<file path="src/rtl/tx_dma_req_arbiter.sv">
// tx_dma_req_arbiter: round-robin share of one DMA engine request port among FLOWS tx DMA
// controllers. An in-order pending FIFO returns each engine completion to the flow that issued it.
// Latency: the request reaches OUT_DMA_REQ one cycle later through a registered grant.
//   The ACK, DONE, ADDR and DOUT paths are combinational.
// Backpressure: no new grant while the pending FIFO is full. A grant is held until ACK or withdrawal.
// Optional feature: define TX_DMA_ARB_ERR_EN to enable the sticky ERR protocol flag. Otherwise ERR is tied to 0.
module tx_dma_req_arbiter #(
  parameter int FLOWS          = 4,
  parameter int DMA_DATA_WIDTH = 64,
  parameter int MAX_PENDING    = 8,
  // A 128-bit descriptor is a single word. The address is kept 1 bit wide so the port still exists.
  localparam int AW_RAW = $clog2(128 / DMA_DATA_WIDTH),
  localparam int AW     = (AW_RAW < 1) ? 1 : AW_RAW
) (
  input  logic                              CLK,
  input  logic                              RESET,
  input  logic [FLOWS-1:0]                  IN_DMA_REQ,
  input  logic [FLOWS*DMA_DATA_WIDTH-1:0]   IN_DMA_DOUT,
  output logic [FLOWS*AW-1:0]               IN_DMA_ADDR,
  output logic [FLOWS-1:0]                  IN_DMA_ACK,
  output logic [FLOWS-1:0]                  IN_DMA_DONE,
  output logic [FLOWS*16-1:0]               IN_DMA_TAG,
  output logic                              OUT_DMA_REQ,
  output logic [DMA_DATA_WIDTH-1:0]         OUT_DMA_DOUT,
  input  logic [AW-1:0]                     OUT_DMA_ADDR,
  input  logic                              OUT_DMA_ACK,
  input  logic                              OUT_DMA_DONE,
  input  logic [15:0]                       OUT_DMA_TAG,
  output logic                              ERR
);

  localparam int GW = $clog2(FLOWS);
  localparam int PW = $clog2(MAX_PENDING);
  localparam int CW = $clog2(MAX_PENDING + 1);

  localparam logic [CW-1:0] FULL_CNT = CW'(MAX_PENDING);
  localparam logic [GW-1:0] LAST_RST = GW'(FLOWS - 1);

  localparam logic [0:0] ST_IDLE  = 1'b0;
  localparam logic [0:0] ST_GRANT = 1'b1;

  logic [0:0]    state_q, state_d;
  logic [GW-1:0] grant_q, grant_d;
  logic [GW-1:0] last_q, last_d;
  logic [CW-1:0] count_q, count_d;
  logic [PW-1:0] wr_ptr_q, wr_ptr_d;
  logic [PW-1:0] rd_ptr_q, rd_ptr_d;
  logic [GW-1:0] fifo_q [MAX_PENDING];

  logic [GW-1:0] rr_idx;
  logic [GW-1:0] rr_pick;
  logic          rr_vld;
  logic          in_grant;
  logic          push;
  logic          pop;
  logic [GW-1:0] head;

  assign in_grant = (state_q == ST_GRANT);
  // Only an ACK in GRANT is an accepted request. Count is below full whenever GRANT is entered.
  assign push     = in_grant && OUT_DMA_ACK;
  // A DONE with nothing outstanding has no owner and is dropped.
  assign pop      = OUT_DMA_DONE && (count_q != '0);
  assign head     = fifo_q[rd_ptr_q];

  // Round-robin search: first requester after the last served flow, wrapping modulo FLOWS.
  always_comb begin
    rr_vld  = 1'b0;
    rr_pick = last_q;
    rr_idx  = last_q;
    for (int i = 1; i <= FLOWS; i++) begin
      rr_idx = GW'((int'(last_q) + i) % FLOWS);
      if (!rr_vld && IN_DMA_REQ[rr_idx]) begin
        rr_vld  = 1'b1;
        rr_pick = rr_idx;
      end
    end
  end

  // Grant FSM: issue a grant when there is room, and hold it until ACK or withdrawal.
  always_comb begin
    state_d = state_q;
    grant_d = grant_q;
    last_d  = last_q;
    case (state_q)
      ST_IDLE: begin
        if (rr_vld && (count_q < FULL_CNT)) begin
          state_d = ST_GRANT;
          grant_d = rr_pick;
        end
      end
      default: begin
        // ACK wins over a withdrawal in the same cycle.
        if (OUT_DMA_ACK) begin
          state_d = ST_IDLE;
          last_d  = grant_q;
        end else if (!IN_DMA_REQ[grant_q]) begin
          state_d = ST_IDLE;
        end
      end
    endcase
  end

  // Pending FIFO bookkeeping. A simultaneous push and pop leaves count unchanged.
  always_comb begin
    wr_ptr_d = wr_ptr_q + PW'(push);
    rd_ptr_d = rd_ptr_q + PW'(pop);
    count_d  = count_q + CW'(push) - CW'(pop);
  end

  // Control state registers. Reset discards any completions still outstanding.
  always_ff @(posedge CLK) begin
    if (RESET) begin
      state_q  <= ST_IDLE;
      grant_q  <= '0;
      last_q   <= LAST_RST;
      count_q  <= '0;
      wr_ptr_q <= '0;
      rd_ptr_q <= '0;
    end else begin
      state_q  <= state_d;
      grant_q  <= grant_d;
      last_q   <= last_d;
      count_q  <= count_d;
      wr_ptr_q <= wr_ptr_d;
      rd_ptr_q <= rd_ptr_d;
    end
  end

  // FIFO storage holds the flow index of each accepted request. The pointers qualify it, so it needs no reset.
  always_ff @(posedge CLK) begin
    if (push) begin
      fifo_q[wr_ptr_q] <= grant_q;
    end
  end

  // Output muxing: the granted flow reaches the engine, and completions are routed from the FIFO head.
  always_comb begin
    OUT_DMA_REQ  = 1'b0;
    OUT_DMA_DOUT = '0;
    IN_DMA_ACK   = '0;
    IN_DMA_DONE  = '0;
    if (in_grant) begin
      OUT_DMA_REQ         = IN_DMA_REQ[grant_q];
      OUT_DMA_DOUT        = IN_DMA_DOUT[int'(grant_q) * DMA_DATA_WIDTH +: DMA_DATA_WIDTH];
      IN_DMA_ACK[grant_q] = OUT_DMA_ACK;
    end
    // The head is read before this cycle's push lands, so a same-cycle ACK cannot steal the DONE.
    if (pop) begin
      IN_DMA_DONE[head] = 1'b1;
    end
  end

  assign IN_DMA_ADDR = {FLOWS{OUT_DMA_ADDR}};
  assign IN_DMA_TAG  = {FLOWS{OUT_DMA_TAG}};

`ifdef TX_DMA_ARB_ERR_EN
  logic err_q;
  logic err_d;

  // Sticky error flag: set by an orphan DONE or by an ACK with no grant outstanding.
  always_comb begin
    err_d = err_q | (OUT_DMA_DONE && (count_q == '0)) | (OUT_DMA_ACK && !in_grant);
  end

  // Error flag register. Only reset clears it.
  always_ff @(posedge CLK) begin
    if (RESET) begin
      err_q <= 1'b0;
    end else begin
      err_q <= err_d;
    end
  end

  assign ERR = err_q;
`else
  assign ERR = 1'b0;
`endif

endmodule

</file>
<file path="config.mk">
export PLATFORM = sky130hd
export DESIGN_NAME = tx_dma_req_arbiter
export DESIGN_NICKNAME = d
export VERILOG_FILES = /design/src/rtl/tx_dma_req_arbiter.sv
export SDC_FILE = /design/constraint.sdc
export NUM_CORES = 1
export LEC_CHECK = 0
export ABC_AREA = 1
export CORE_AREA = 2 2 163 165
export CTS_BUF_LIST = sky130_fd_sc_hd__clkbuf_2 sky130_fd_sc_hd__clkbuf_4 sky130_fd_sc_hd__clkbuf_8
export DETAILED_ROUTE_END_ITERATION = 10
export DIE_AREA = 0 0 165 167
export MAX_ROUTING_LAYER = met4
export SLEW_MARGIN = 20
export SYNTH_ARGS = -nofsm -noshare
export SYNTH_HDL_FRONTEND = slang
export SYNTH_SLANG_ARGS = --single-unit
</file>
<file path="constraint.sdc">
create_clock -name CLK -period 2.4 [get_ports CLK]
set_input_delay 0.48 -clock CLK [delete_from_list [all_inputs] [get_ports CLK]]
set_output_delay 0.48 -clock CLK [all_outputs]
set_load 0.02 [all_outputs]
</file>
======== Word-level counts from Yosys, hierarchy flattened ========
Memory sizes are Yosys's and may differ from the RTL's. A register that Yosys moved wholly into a read port is not among the register bits.
Index checks and enable logic that the tools add are counted.
word-level totals
  memories kept ........................... 1
  input bits .............................. 281
  flip-flop bits (word level) ............. 15
  memory bits (writable) .................. 16
operators by class
  add/subtract/negate cells ............... 8
  shifts and indexed selects .............. 1
  bitwise gates (word level) .............. 2
  $lt $le $gt $ge ......................... 9
  muxes and demuxes ....................... 33
  reduce and logical (&&, ||, !) cells .... 14
memory list
  name    depth  bits a word  read ports  clocked after Yosys merged registers in  write ports  line  source
  fifo_q  8      2            1           1                                        1            48    logic [GW-1:0] fifo_q [MAX_PENDING];
operators with widths
  operator               number
  $shiftx A256 B9 Y64    1
  $mux W64               1
  $lt A2 B3 Y1 const B   6
  $mux W1                18
  $bmux W1 S2            5
  $logic_and A1 B1 Y1    8
  $mux W2                4
  $mux W4                2
  $add A3 B1 Y3          2
  $add A2 B1 Y2 const B  2
  $add A2 B2 Y2 const B  2
  $add A4 B1 Y4          1
  $and A4 B4 Y4          1
  $demux W1 S2           2
  $ge A2 B1 Y1 const B   2
  $lt A4 B4 Y1 const B   1
  $reduce_and A2 Y1      2
  $reduce_bool A4 Y1     1
  $sub A4 B1 Y4          1
  $logic_not A1 Y1       3
  $mux W3                1
  $not A1 Y1             1

======== Logic depth before layout (Yosys ltp) ========
Gate-level depths: netlist (run 1).
  depth in word-level cells ............... 16
  depth in mapped cells ................... 12
  gate-level depth less buffers ........... 11

======== Worst setup path before layout (run 1) ========
OpenSTA, ideal clock, no wires.
  path kind ............................... flip-flop to flip-flop
  start point ............................. register count_q[2]
  end point ............................... register count_q[2]
  cell stages (with the launch flop) ...... 11
  library setup time ...................... 128 ps
  arrival time ............................ 1880 ps
  setup slack ............................. 392 ps
  clock period less this slack ............ 2008 ps
  cells stage by stage .................... dfxtp_1 inv_1 ha_1 a21boi_0 ha_1 inv_1 ha_1 inv_1 fa_1 xor2_1 nor2_1
between the ends
  longest elaborated chain between the ends .. 3
  elaborated cells on any way between the ends .. 4
  those cells by class .................... add/sub: 2; reduce/logical: 2
ends and longest elaborated chain
  item                                                                   line  source
  from (decl)                                                            45    logic [CW-1:0] count_q, count_d;
  from (signal assigned)                                                 123   count_q <= count_d;
  parallel branches: the longest is 2 deep, another holds $add A4 B1 Y4  -
  $sub A4 B1 Y4 *                                                        107   count_d = count_q + CW'(push) - CW'(pop);
Mark *: on every way between the ends.
A chain may end at the register's enable or synchronous reset.

======== Final worst setup path (run 1) ========
  start point ............................. register grant_q[0]
  end point ............................... output OUT_DMA_DOUT[4]
between the ends
  longest elaborated chain between the ends .. 2
ends and longest elaborated chain
  item                    line  source
  from (decl)             43    logic [GW-1:0] grant_q, grant_d;
  from (signal assigned)  121   grant_q <= grant_d;
  $shiftx A256 B9 Y64     144   OUT_DMA_DOUT = IN_DMA_DOUT[int'(grant_q) * DMA_DATA_WIDTH +: DMA_DATA_WIDTH];
  $mux W64                142   if (in_grant) begin
  to (decl)               24    output logic [DMA_DATA_WIDTH-1:0] OUT_DMA_DOUT,
Every way passes these cells.

==> load_flow_metrics.sql, run 1 <==
INSERT INTO impl_metrics (metric_group, metric, value, unit) VALUES
('run_status', 'status', 'finished, final reports clean', ''),
('setup_path', 'setup.worst_path.start', 'grant_q[0]$_SDFFE_PP0P_', ''),
('clock_network', 'cts_max_level', '2', ''),
('floorplan', 'top_level_ports', '423', ''),
('flow_run', 'cap_viol_max_count', '0', ''),
('yosys', 'asyncSetResetFlopFracSynth', '0', '%'),
('clock_network', 'worst_setup_hold_path_clk_slew', '0.07', 'ns'),
('yosys', 'synthesized_netlist_net_count', '1064', ''),
('setup_path', 'arrival', '1.84', 'ns'),
('yosys', 'synthTopCellsByArea', 'nor2_1 (25%), buf_4 (12%), edfxtp_1 (11%)', ''),
('drt', 'wirelength', '20400', 'µm'),
('clock_network', 'clockBufferDepth', '2', ''),
('finish', 'syn2layout_area_growth', '80.2', '%'),
('setup_path', 'cp_slowest_cell', 'dfxtp_4', ''),
('timing', 'timing.final.hold_violations', '0', ''),
('timing', 'peak_freq', '431', 'MHz'),
('drt', 'via_per_inst', '4.24', ''),
('floorplan', 'die_footprint', '0.0276', 'mm²'),
('timing', 'setup_violations', '0', ''),
('finish', 'cell_area_after_layout', '0.00789', 'mm²'),
('floorplan', 'floorplan.die.height', '167', 'µm'),
('clock_network', 'tritoncts.num_buffers', '5', ''),
('clock_network', 'clk-insertion-delay-late', '0.28', 'ns'),
('finish', 'proportion_of_layout_cells_with_a_drive_suffix_above_1', '9.80', '%'),
('yosys', 'sequential_fraction_of_the_synthesis_area', '17.8', '%'),
('yosys', 'syn-instance-count', '773', ''),
('yosys', 'synthDominantCellAreaShare', '25.0', '%'),
('setup_path', 'critical_path.cell_chain', 'clkinv_2 -> buf_12 -> o21ai_0 -> a21oi_1 -> dlygate4sd2_1', ''),
('global_route', 'first_global_vias', '5455', ''),
('finish', 'design.final.nets', '1331', ''),
('setup_path', 'worstReg2RegStart', 'count_q[2]$_SDFF_PP0_', ''),
('drt', 'route.antenna.remaining_nets', '0', ''),
('hold_path', 'worst_hold_path_type', 'flip-flop to flip-flop', ''),
('global_route', 'grt_max_degree', '46', ''),
('clock_network', 'cts_setup_buffers', '0', ''),
('clock_network', 'cts_hold_repair.buffers', '0', ''),
('timing', 'period_needed', '2.32', 'ns'),
('yosys', 'synth_ff_type', 'edfxtp_1', ''),
('yosys', 'yosys.cell_types.count', '33', ''),
('yosys', 'syn-cell-area', '0.00438', 'mm²'),
('setup_path', 'timing.critical_path.to', 'OUT_DMA_DOUT[4]', ''),
('drt', 'wirelength_per_cell', '14.8', 'µm'),
('setup_path', 'r2r_end', 'count_q[2]$_SDFF_PP0_', ''),
('power', 'power_density', '778', 'mW/mm²'),
('floorplan', 'initial_utilization', '17.0', '%'),
('clock_network', 'clock-sinks', '31', ''),
('timing', 'timing.setup.tns', '0', 'ns'),
('setup_path', 'critPathKind', 'flip-flop to primary output', ''),
('yosys', 'synth_area_per_cell', '5.67', 'µm²'),
('setup_path', 'worst_setup_path_end_kind', 'primary output', ''),
('floorplan', 'placeableCoreArea', '0.0258', 'mm²'),
('power', 'p_leak', '0.00333', 'µW'),
('yosys', 'synth_top_area_cell', 'nor2_1', ''),
('global_route', 'grt-ovfl-total', '0', ''),
('placed_design', 'post-dp-hpwl', '16500', 'µm'),
('finish', 'most-common-layout-cells', 'nor2_1 (292), clkdlybuf4s50_1 (263), o21ai_1 (78), a21oi_1 (69), o21ai_0 (58)', ''),
('setup_path', 'critical_path_peak_fanout', '29', ''),
('drt', 'drc_violation_total_after_the_first_tritonroute_iteration', '265', ''),
('power', 'vdd.ir_drop.worst', '0.485', 'mV'),
('timing', 'timing_max_transition_violations_final', '0', ''),
('clock_network', 'clock_tree_from_tritoncts', 'yes', ''),
('yosys', 'synth-seq-cells', '31', ''),
('global_route', 'grt_first_pass_wirelength', '29900', 'µm'),
('setup_path', 'regToRegSetupSlack', '0.31', 'ns'),
('placed_design', 'io_buffers', '336', ''),
('timing', 'clock_skew', '0.00331', 'ns'),
('global_route', 'grt_antenna_before_repair', '0', ''),
('setup_path', 'critPathMaxStageDelay', '0.44', 'ns'),
('floorplan', 'placementRows', '59', ''),
('floorplan', 'die_x', '165', 'µm'),
('setup_path', 'setup.worst_path.start_class', 'flip-flop', '');
[kinds of logic after synthesis]
kind of cell / count (synthesis) / share of synthesized area (%)
buffers and inverters: 155 / 20.5
other: 1 / 0.0856
flip-flops: 31 / 17.8
XOR/XNOR: 3 / 0.600
AND/OR/NAND/NOR: 352 / 32.1
AO/OA/AOI/OAI: 221 / 25.9
adder cells (fa/ha/maj): 10 / 3.03
[per-stage QoR]
stage	std cells	setup slack [ns]	util, %	hold WS (ns)	power, µW
2_1_floorplan	773	0.392	-	0.497	3720
3_3_place_gp	1367	-0.253	30.6	0.517	5950
3_5_place_dp	1367	-0.260	30.6	0.532	5980
4_1_cts	1375	0.00952	30.7	0.551	6160
5_1_grt	1376	-0.0130	30.6	0.585	6680
6_report	1376	0.0795	30.6	0.544	6140
[registers in the layout, indices dropped and copies added, names as in the netlist]
register  count
grant_q       2
rd_ptr_q      3
fifo_q       16
in_grant      1
count_q       4
last_q        2
wr_ptr_q      3
[worst min-delay path by stage]
stage                           start                endpoint  cells past startpoint
6_report       rd_ptr_q[2]$_SDFF_PP0_  rd_ptr_q[2]$_SDFF_PP0_                      2
5_1_grt        wr_ptr_q[2]$_SDFF_PP0_  wr_ptr_q[2]$_SDFF_PP0_                      2
4_1_cts        rd_ptr_q[2]$_SDFF_PP0_  rd_ptr_q[2]$_SDFF_PP0_                      2
3_5_place_dp   rd_ptr_q[2]$_SDFF_PP0_  rd_ptr_q[2]$_SDFF_PP0_                      2
3_3_place_gp   rd_ptr_q[2]$_SDFF_PP0_  rd_ptr_q[2]$_SDFF_PP0_                      2
2_1_floorplan  rd_ptr_q[2]$_SDFF_PP0_  rd_ptr_q[2]$_SDFF_PP0_                      2
[power by group]
part | internal (µW) | leakage [µW] | switching [µW] | total, µW
clock network | 197 | 0.0000392 | 199 | 396
registers | 676 | 0.000272 | 112 | 788
logic | 2090 | 0.00301 | 2860 | 4950
total | 2960 | 0.00333 | 3180 | 6140
[repair_timing]
action / in CTS / in global routing
setup endpoints to repair: 67 / 24
gates resized for setup: 74 / 38
cloned: 0 / 1
[worst max-delay path: cells and delay by family (launching register included)]
| kind | cells | cell delay, ns |
|---|---|---|
| buffers and inverters | 3 | 0.63 |
| flip-flops | 1 | 0.44 |
| AO/OA/AOI/OAI | 2 | 0.46 |
[layout make-up]
cell class	instances	area, µm²	share of cell area [%]
clock inverter	3	15.0	0.190
inverter	32	124	1.57
multi-input combinational	587	2720	34.4
clock buffer	5	68.8	0.872
tap	335	419	5.31
timing repair buffer	383	3760	47.6
sequential	31	790	10.0
[layer usage]
metal	global-route usage [%]	wire length (µm)	vias to the layer above	part of all wire [%]
met5	-	0	-	0
met4	1.97	157	0	0.77
li1	-	-	2969	-
met3	2.49	1390	12	6.8
met1	18.0	8830	2623	43
met2	24.2	9990	228	49
[synth_stat cells (2+ instances only)]
library cell  instances
nor2_1              292
o21ai_1              78
buf_4                72
a21oi_1              69
o21ai_0              62
nand2_1              38
buf_2                26
inv_1                25
clkbuf_1             22
edfxtp_1             16
dfxtp_1              15
ha_1                  9
nand2_2               7
nand3_1               7
inv_2                 6
o211ai_1              4
o22ai_1               4
nand2_4               3
a21oi_2               2
clkbuf_2              2
xnor2_1               2
(Power assumes the default switching activity.)
==> inputs of run 2 (changes only) <==
--- a/config.mk
+++ b/config.mk
@@ -6,11 +6,13 @@
 export NUM_CORES = 1
 export LEC_CHECK = 0
 export ABC_AREA = 1
+export ABC_CLOCK_PERIOD_IN_PS = 2400
 export CORE_AREA = 2 2 163 165
 export CTS_BUF_LIST = sky130_fd_sc_hd__clkbuf_2 sky130_fd_sc_hd__clkbuf_4 sky130_fd_sc_hd__clkbuf_8
 export DETAILED_ROUTE_END_ITERATION = 10
 export DIE_AREA = 0 0 165 167
 export MAX_ROUTING_LAYER = met4
+export SETUP_SLACK_MARGIN = 0.2
 export SLEW_MARGIN = 20
 export SYNTH_ARGS = -nofsm -noshare
 export SYNTH_HDL_FRONTEND = slang
==> run 2 against run 1 <==
Core utilization is 0.84 points higher. Register-to-register slack better by 0.07 ns. Hold slack better by 0.0054 ns. Fmax increased by 4.7%. Flip-flop and latch count unchanged. Via count rose by 1.8%. Critical path depth up 4. Power rose by 9.8%. Worst setup slack improved by 0.10 ns. Largest cell class unchanged. Largest power group unchanged.
==> load_flow_metrics.sql, run 2 (synthesized netlist as in run 1, its figures left out) <==
INSERT INTO impl_metrics (metric_group, metric, value, unit) VALUES
('run_status', 'status', 'finished, final reports clean', ''),
('finish', 'largest_registers', 'fifo_q: 16 flops, count_q: 4 flops', ''),
('clock_network', 'tritoncts.num_buffers', '5', ''),
('power', 'combPwrFrac', '82.6', '%'),
('drt', 'via_per_inst', '4.28', ''),
('flow_run', 'cap_viol_max_count', '0', ''),
('global_route', 'grt-ovfl-total', '0', ''),
('finish', 'final_cell_count_no_fill', '1386', ''),
('drt', 'detail_route.drc_violations', '0', ''),
('power', 'total_switching_power', '3400', 'µW'),
('finish', 'regMostFlops', 'fifo_q', ''),
('drt', 'drc_violation_total_after_the_first_tritonroute_iteration', '280', ''),
('finish', 'proportion_of_layout_cells_with_a_drive_suffix_above_1', '18.3', '%'),
('floorplan', 'floorplan.die.height', '167', 'µm'),
('global_route', 'grt_antenna_before_repair', '0', ''),
('setup_path', 'critical_path_peak_fanout', '7', ''),
('floorplan', 'die_footprint', '0.0276', 'mm²'),
('finish', 'largest_register_ffs', '16', ''),
('power', 'vdd.ir_drop.worst', '0.505', 'mV'),
('timing', 'finalCritPeriodShare', '92.4', '%'),
('clock_network', 'cts_max_level', '2', ''),
('clock_network', 'clock_tree_from_tritoncts', 'yes', ''),
('timing', 'setup_violations', '0', ''),
('hold_path', 'worst_hold_path_type', 'flip-flop to flip-flop', ''),
('finish', 'most-common-layout-cells', 'nor2_1 (278), clkdlybuf4s50_1 (263), o21ai_1 (82), buf_4 (66), a21oi_1 (62)', ''),
('power', 'intPower', '3330', 'µW'),
('placed_design', 'io_buffers', '336', ''),
('power', 'swShare', '50.6', '%'),
('timing', 'timing.setup.tns', '0', 'ns'),
('setup_path', 'timing.critical_path.max_delay_family', 'buffers and inverters', ''),
('drt', 'length_of_the_first_detailed_routing_pass_in_iterations', '4', ''),
('timing', 'timing_max_transition_violations_final', '0', ''),
('setup_path', 'cp_slowest_cell', 'dfxtp_4', ''),
('timing', 'rsz0062_at_grt', 'true', ''),
('power', 'share_clk_of_total_power', '5.9', '%'),
('setup_path', 'worst_ep_required_time', '1.92', 'ns'),
('setup_path', 'arrival', '1.74', 'ns'),
('timing', 'timing.final.hold_violations', '0', ''),
('power', 'power_density', '831', 'mW/mm²'),
('power', 'p_leak', '0.00333', 'µW'),
('timing', 'peak_freq', '451', 'MHz'),
('setup_path', 'critPathKind', 'flip-flop to primary output', ''),
('floorplan', 'placementRows', '59', ''),
('global_route', 'grt_usage', '14.6', '%'),
('finish', 'design.final.nets', '1341', ''),
('floorplan', 'placeableCoreArea', '0.0258', 'mm²'),
('floorplan', 'die_x', '165', 'µm'),
('setup_path', 'crit_path_frequent_cell', 'nor2_1', ''),
('timing', 'period_needed', '2.22', 'ns'),
('clock_network', 'clk-insertion-delay-late', '0.28', 'ns'),
('finish', 'layout.cells.most_common', 'nor2_1', ''),
('setup_path', 'critical_path.cell_chain', 'buf_12 -> buf_8 -> buf_16 -> buf_4 -> nor2_1 -> nor2_1 -> o21ai_0 -> a21oi_1 -> buf_2', ''),
('timing', 'clock_skew', '0.00375', 'ns'),
('drt', 'route.antenna.remaining_nets', '0', ''),
('clock_network', 'worst_setup_hold_path_clk_slew', '0.07', 'ns'),
('placed_design', 'numPlacedInstances', '1367', ''),
('drt', 'count_of_vias_placed_by_the_detailed_router', '5937', ''),
('setup_path', 'worst_setup_path_end_kind', 'primary output', ''),
('setup_path', 'critPathMaxStageDelay', '0.40', 'ns'),
('placed_design', 'post-dp-hpwl', '16500', 'µm'),
('timing', 'final_critical_path_setup_slack', '0.183', 'ns'),
('drt', 'wirelength_per_cell', '15.2', 'µm'),
('finish', 'diodes', '0', ''),
('clock_network', 'clock-sinks', '31', ''),
('drt', 'wirelength', '21100', 'µm'),
('power', 'power.sequential.fraction', '11.5', '%'),
('global_route', 'first_global_vias', '5529', ''),
('setup_path', 'critical_path.n_buffers_inverters', '5', ''),
('global_route', 'grt_first_pass_wirelength', '30600', 'µm'),
('setup_path', 'setup.worst_path.start_class', 'flip-flop', ''),
('placed_design', 'gp_congestion', '0.910', ''),
('clock_network', 'clk_root_buffer_cell', 'clkbuf_8', ''),
('floorplan', 'initial_utilization', '17.0', '%'),
('timing', 'hold-worst-slack', '0.550', 'ns'),
('placed_design', 'detailedPlace.worstSlack', '-0.260', 'ns'),
('global_route', 'grt_max_degree', '46', ''),
('clock_network', 'clockBufferDepth', '2', ''),
('finish', 'syn2layout_area_growth', '85.1', '%'),
('floorplan', 'top_level_ports', '423', '');
[run 2: changes by cell type in the layout (fill, tap and decap cells not counted), sizes merged]
cell / before / now
buf: 52 / 106
clkdlybuf4s15: 8 / 3
clkbuf: 19 / 24
dlygate4sd2: 46 / 2
[run 2: tightest hold or removal path, stage by stage (launching register included)]
cell and delay (ns):
dfxtp_1 0.34, xnor2_1 0.14, nor2_1 0.04
[run 2: layout make-up]
class / instances / area [µm²]
Fill cell: 2854 / 17700
Timing Repair Buffer: 393 / 3850
Multi-Input combinational cell: 587 / 2840
Sequential cell: 31 / 790
Tap cell: 335 / 419
Inverter: 32 / 124
Clock buffer: 5 / 68.8
Clock inverter: 3 / 15.0
[run 2: repair_timing]
item	in CTS	in global routing
endpoints found under the setup margin	70	65
setup buffers	3	3
pin swaps	5	28
hold buffers	0	0
gates resized for setup	235	102
cloned	3	2
[run 2: final timing paths]
check                           from                     end  slack (ns)  depth (start not counted)
min           wr_ptr_q[2]$_SDFF_PP0_  wr_ptr_q[2]$_SDFF_PP0_        0.55                          2
max reg2reg    count_q[2]$_SDFF_PP0_   count_q[1]$_SDFF_PP0_        0.38                         10
min reg2reg   wr_ptr_q[2]$_SDFF_PP0_  wr_ptr_q[2]$_SDFF_PP0_        0.55                          2
max          grant_q[0]$_SDFFE_PP0P_        OUT_DMA_DOUT[25]        0.18                          9
[run 2: metal layers]
layer	GRT usage (%)	share of wire, %	vias up
met5	-	0	-
met4	2.31	1.2	0
met3	2.42	5.8	22
met2	24.7	49	238
met1	18.5	44	2691
li1	-	-	2986
[run 2: stage by stage]
stage	utilization (%)	power (µW)	area, µm²
floorplan	-	3720	4380
global placement	30.6	5950	7890
detailed placement	30.6	5980	7890
CTS	30.8	6440	7950
global route	31.5	7280	8110
finish	31.5	6740	8110
[run 2: power groups by stage]
stage	clock [µW]	sequential, µW	combinational [µW]
after detailed placement	0	790	5190
after global placement	0	788	5160
after CTS	405	774	5260
final	394	776	5570
after global routing	430	791	6050
after floorplan	0	725	2990
==> edit 1: new RTL, config.mk and constraints of run 2 <==
`MAX_PENDING`: 8 -> 16.
--- a/src/rtl/tx_dma_req_arbiter.sv
+++ b/src/rtl/tx_dma_req_arbiter.sv
@@ -8,5 +8,5 @@
   parameter int FLOWS          = 4,
   parameter int DMA_DATA_WIDTH = 64,
-  parameter int MAX_PENDING    = 8,
+  parameter int MAX_PENDING    = 16,
   // A 128-bit descriptor is a single word. The address is kept 1 bit wide so the port still exists.
   localparam int AW_RAW = $clog2(128 / DMA_DATA_WIDTH),
Check against the original RTL: no difference found for any inputs over 4 cycles, from zero or initial values and one cycle with RESET high; that may be too few to reach the edited logic, so the function may still have changed.
==> edit 1 against run 2 <==
Synthesized area rose by 19%. Core utilization grew 5.3 points. Via count up 13%. Total power increased by 23%. Clock power increased by 25%. Sequential cell count grew 19. Worst setup slack worse by 0.0083 ns. First-iteration DRC count up 50%. Design area rose by 17%. Non-clock buffer count up 23. Routed wire length up 25%. Clock skew grew 0.0050 ns.
==> edit 1: results (changes against run 2) <==
[outcome]
status=finished, final reports clean

[drt]
met3_length_um=1787  ; +45%
wl_per_cell_um=17.65  ; +16%
drt-total-wl_um=26400  ; +25%
via_per_inst=4.483  ; +4.7%
routedLengthMet1_um=10920  ; +18%
drtPass1Iterations=5  ; +1
dr_wl_met2_um=13190  ; +27%
drt-initial-drc-count=421  ; +50%

[final_layout]
inv_count=52  ; +63%
n_all_buffers=416  ; +5.9%
bufAreaShareNonClock=0.4511  ; -0.02433
nets=1448  ; +8.0%
reg_top3=fifo_q: 32 flops, count_q: 5 flops
n_antenna_cell=4  ; +4
syn_to_final_growth_pct=82.02
drive_gt1_frac=0.1997  ; +0.01697
clock_area_frac=0.009377  ; -0.0009629
fill_cells=2760  ; -3.3%
multi_input_cells=631  ; +7.5%
seq_area_sq_um=1333  ; +69%
multi_input_area_sq_um=3144  ; +11%

[cts]
clkTransAtPathRegs_ns=0.10  ; +0.03 ns
clock_sinks=50  ; +61%

[placement]
dp.cells=1454  ; +6.4%
gp_congestion=0.9103  ; about the same
pre_cts_ws_ns=-0.4484  ; -0.1882 ns
port_buffers=336  ; unchanged
dp_hpwl_um=19520  ; +18%
placed_cell_area_sq_um=8675  ; +10%

[global_routing]
antenna_found_initial=3  ; +3
grt_usage=0.1734  ; +0.02718
grt_max_degree=47  ; +2.2%
met1_usage=0.2156  ; +0.03050
grt_pass1_wl_um=36010  ; +18%
use_met3=0.03288  ; +0.008717

[logic_synthesis]
synthTopCellsByArea=nor2_1 (21%), edfxtp_1 (18%), o21ai_0 (14%), buf_4 (10%), a21oi_1 (7.8%)
synthesis.nets=1153  ; +8.4%
postSynthCellCount=861  ; +11%
synth_compound_gate_area_share=0.2385  ; -0.02032
synth_seq_area_share=0.2538  ; +0.07561
synthXorXnorAreaFrac=0.006731  ; +0.0007325
ys_types=30  ; -9.1%
synth_edf_count=32  ; +16

[hold_path]
min_to=wr_ptr_q[3]
worstHoldStart=wr_ptr_q[3]

[sta]
holdWs_ns=0.5448  ; -0.005070 ns
finClkSkew_ns=0.008720  ; +0.004973 ns
max_freq_mhz=449.4  ; -0.38%

[power]
peakVddDrop_mv=0.4880  ; -3.3%
leakage_nw=3.873  ; +16%

[worst_setup_path]
worst-r2r-cell-count=11  ; +1
r2r-end=count_q[4]

==> edit 1: cell count changes in the layout (fill, tap and decap cells not counted), sizes merged, moves of 8 or more <==
| cell | before | now |
|---|---|---|
| nand2 | 48 | 56 |
| o211ai | 4 | 12 |
| inv | 31 | 53 |
| a21oi | 71 | 83 |
| nand3 | 8 | 24 |
| buf | 106 | 138 |
| edfxtp | 16 | 32 |
==> edit 1: critical path, stage by stage (launching register included) <==
cell,delay [ns]
dfxtp_4,0.46
buf_6,0.17
buf_12,0.13
nor2_1,0.05
nor2_1,0.15
o21ai_2,0.08
a21oi_2,0.15
buf_4,0.14
buf_6,0.11
==> edit 1: power by group <==
group	leakage (nW)	total, mW	switching (mW)	internal [mW]
sequential	0.444	1.18	0.123	1.06
combinational	3.39	6.58	3.52	3.06
clock	0.0422	0.491	0.285	0.206
==> edit 1: repair_timing <==
item | CTS | global route
setup buffers | 2 | 9
gates cloned | 1 | 18
pin swaps | 3 | 53
resized for setup | 279 | 180
endpoints found under the setup margin | 68 | 68
==> edit 2: new RTL, flow settings as in run 2 <==
Without the edit above. The option `TX_DMA_ARB_ERR_EN` is turned on by a define.
--- a/src/rtl/tx_dma_req_arbiter.sv
+++ b/src/rtl/tx_dma_req_arbiter.sv
@@ -5,4 +5,6 @@
 // Backpressure: no new grant while the pending FIFO is full. A grant is held until ACK or withdrawal.
 // Optional feature: define TX_DMA_ARB_ERR_EN to enable the sticky ERR protocol flag. Otherwise ERR is tied to 0.
+`define TX_DMA_ARB_ERR_EN
+
 module tx_dma_req_arbiter #(
   parameter int FLOWS          = 4,
Behaviour: not the same (a bounded check fails within 4 cycles, from zero or initial values and one cycle with RESET high).
==> edit 2 against run 2 <==
Routed wire length rose by 1.1%. Synthesized area rose by 0.71%. Die area did not move. Sequential cell count is 1 higher. Design area shrank 2.0%. Largest power group unchanged. Sequential share of layout area grew 0.50 points. Worst setup slack better by 0.046 ns. Total power decreased by 3.9%.
==> edit 2: results (changes against run 2) <==
[worst_setup_path]
crit_fanout=10  ; +3
arrival_ns=1.69  ; -0.05 ns
max_stage_delay_ns=0.37  ; -0.03 ns

[global_routing]
grt_pass1_wl_um=31050  ; +1.5%
grt_pass1_vias=5645  ; +2.1%
grt_usage=0.1463  ; about the same

[final_layout]
instances_no_fill=1384  ; -0.14%
drive_gt1_frac=0.1687  ; -0.01395
nets=1337  ; -0.30%

[drt]
drt-total-wl_um=21370  ; +1.1%
drt-initial-drc-count=222  ; -21%
via_per_inst=4.278  ; -0.13%
routedLengthMet1_um=9317  ; +0.41%
met3_length_um=1090  ; -11%

[logic_synthesis]
ys_types=32  ; -3.0%
synthesis.nets=1067  ; +0.28%
yosys-top-cells-count=nor2_1 (293), o21ai_1 (90), a21oi_1 (71)
synth_seq_area_share=0.1815  ; +0.003274
syn_avg_cell_area_sq_um=5.671  ; about the same
synthTopCellsByArea=nor2_1 (25%), buf_4 (12%), edfxtp_1 (11%), o21ai_1 (10%), a21oi_1 (8.1%)

[power]
peakVddDrop_mv=0.4084  ; -19%
leakage_nw=3.279  ; -1.6%
p_switching_mw=3.353  ; -1.5%

[placement]
gp_congestion=0.8465  ; -6.9%

[outcome]
status=finished, final reports clean

==> edit 2: timing repair <==
action	in CTS	in global routing
setup endpoints to repair	69	66
buffers inserted	6	0
pin swaps	3	8
gates cloned	3	3
gates resized for setup	227	85
==> edit 2: path summary, 6_finish.rpt <==
path | from | endpoint | slack [ns] | depth (start not counted)
max | grant_q[0] | OUT_DMA_DOUT[29] | 0.23 | 7
min | rd_ptr_q[2] | rd_ptr_q[2] | 0.54 | 2
max reg2reg | count_q[2] | count_q[2] | 0.44 | 13
min reg2reg | rd_ptr_q[2] | rd_ptr_q[2] | 0.54 | 2
==> edit 2: stage by stage <==
stage	instance area (sq um)	utilization	worst slack, ns
final	7948	0.3085	0.2288
after global routing	7948	0.3085	0.1446
after floorplan	4412	-	0.4532
after CTS	8054	0.3126	0.07686
after global placement	7826	0.3038	-0.1683
after detailed placement	7826	0.3038	-0.1635
==> edit 2: cell type report <==
| class | count | area [sq um] | share of cell area |
|---|---|---|---|
| Multi-Input combinational cell | 592 | 2795 | 0.3517 |
| Sequential cell | 32 | 813.3 | 0.1023 |
| Inverter | 32 | 140.1 | 0.01763 |
| Clock buffer | 5 | 68.82 | 0.008659 |
| Clock inverter | 3 | 23.77 | 0.002991 |
| Tap cell | 335 | 419.2 | 0.05274 |
| Timing Repair Buffer | 385 | 3687 | 0.4639 |
==> edit 2: logic make-up (layout without fill, tap and decap cells) <==
kind of cell / Yosys count / count (layout) / share of synthesized area
adder cells (fa/ha/maj): 8 / 8 / 0.02439
AO/OA/AOI/OAI: 223 / 223 / 0.2586
AND/OR/NAND/NOR: 358 / 358 / 0.3270
flip-flops: 32 / 32 / 0.1815
buffers and inverters: 154 / 425 / 0.2025
XOR/XNOR: 3 / 3 / 0.005957
==> edit 2: worst reg2reg max path: cells and delay by family (launching register included) <==
kind	cells	cell delay [ns]
and+or+nand+nor	5	0.40
DFF	1	0.31
adders and majority gates	3	0.71
buffers and inverters	4	0.30
xor gates and xnor gates	1	0.13
==> edit 2: power groups by stage <==
stage | clock (mW) | combinational (mW) | sequential, mW
after floorplan | 0 | 2.95 | 0.740
after global placement | 0 | 4.94 | 0.778
after detailed placement | 0 | 4.97 | 0.777
after CTS | 0.434 | 5.22 | 0.762
after global routing | 0.453 | 5.76 | 0.778
final | 0.422 | 5.28 | 0.768
==> edit 2: routing by layer <==
layer  track usage  vias to the layer above
met3       0.02192                       19
li1              -                     3002
met5             -                        -
met4       0.02760                        0
met2        0.2502                      248
met1        0.1825                     2652
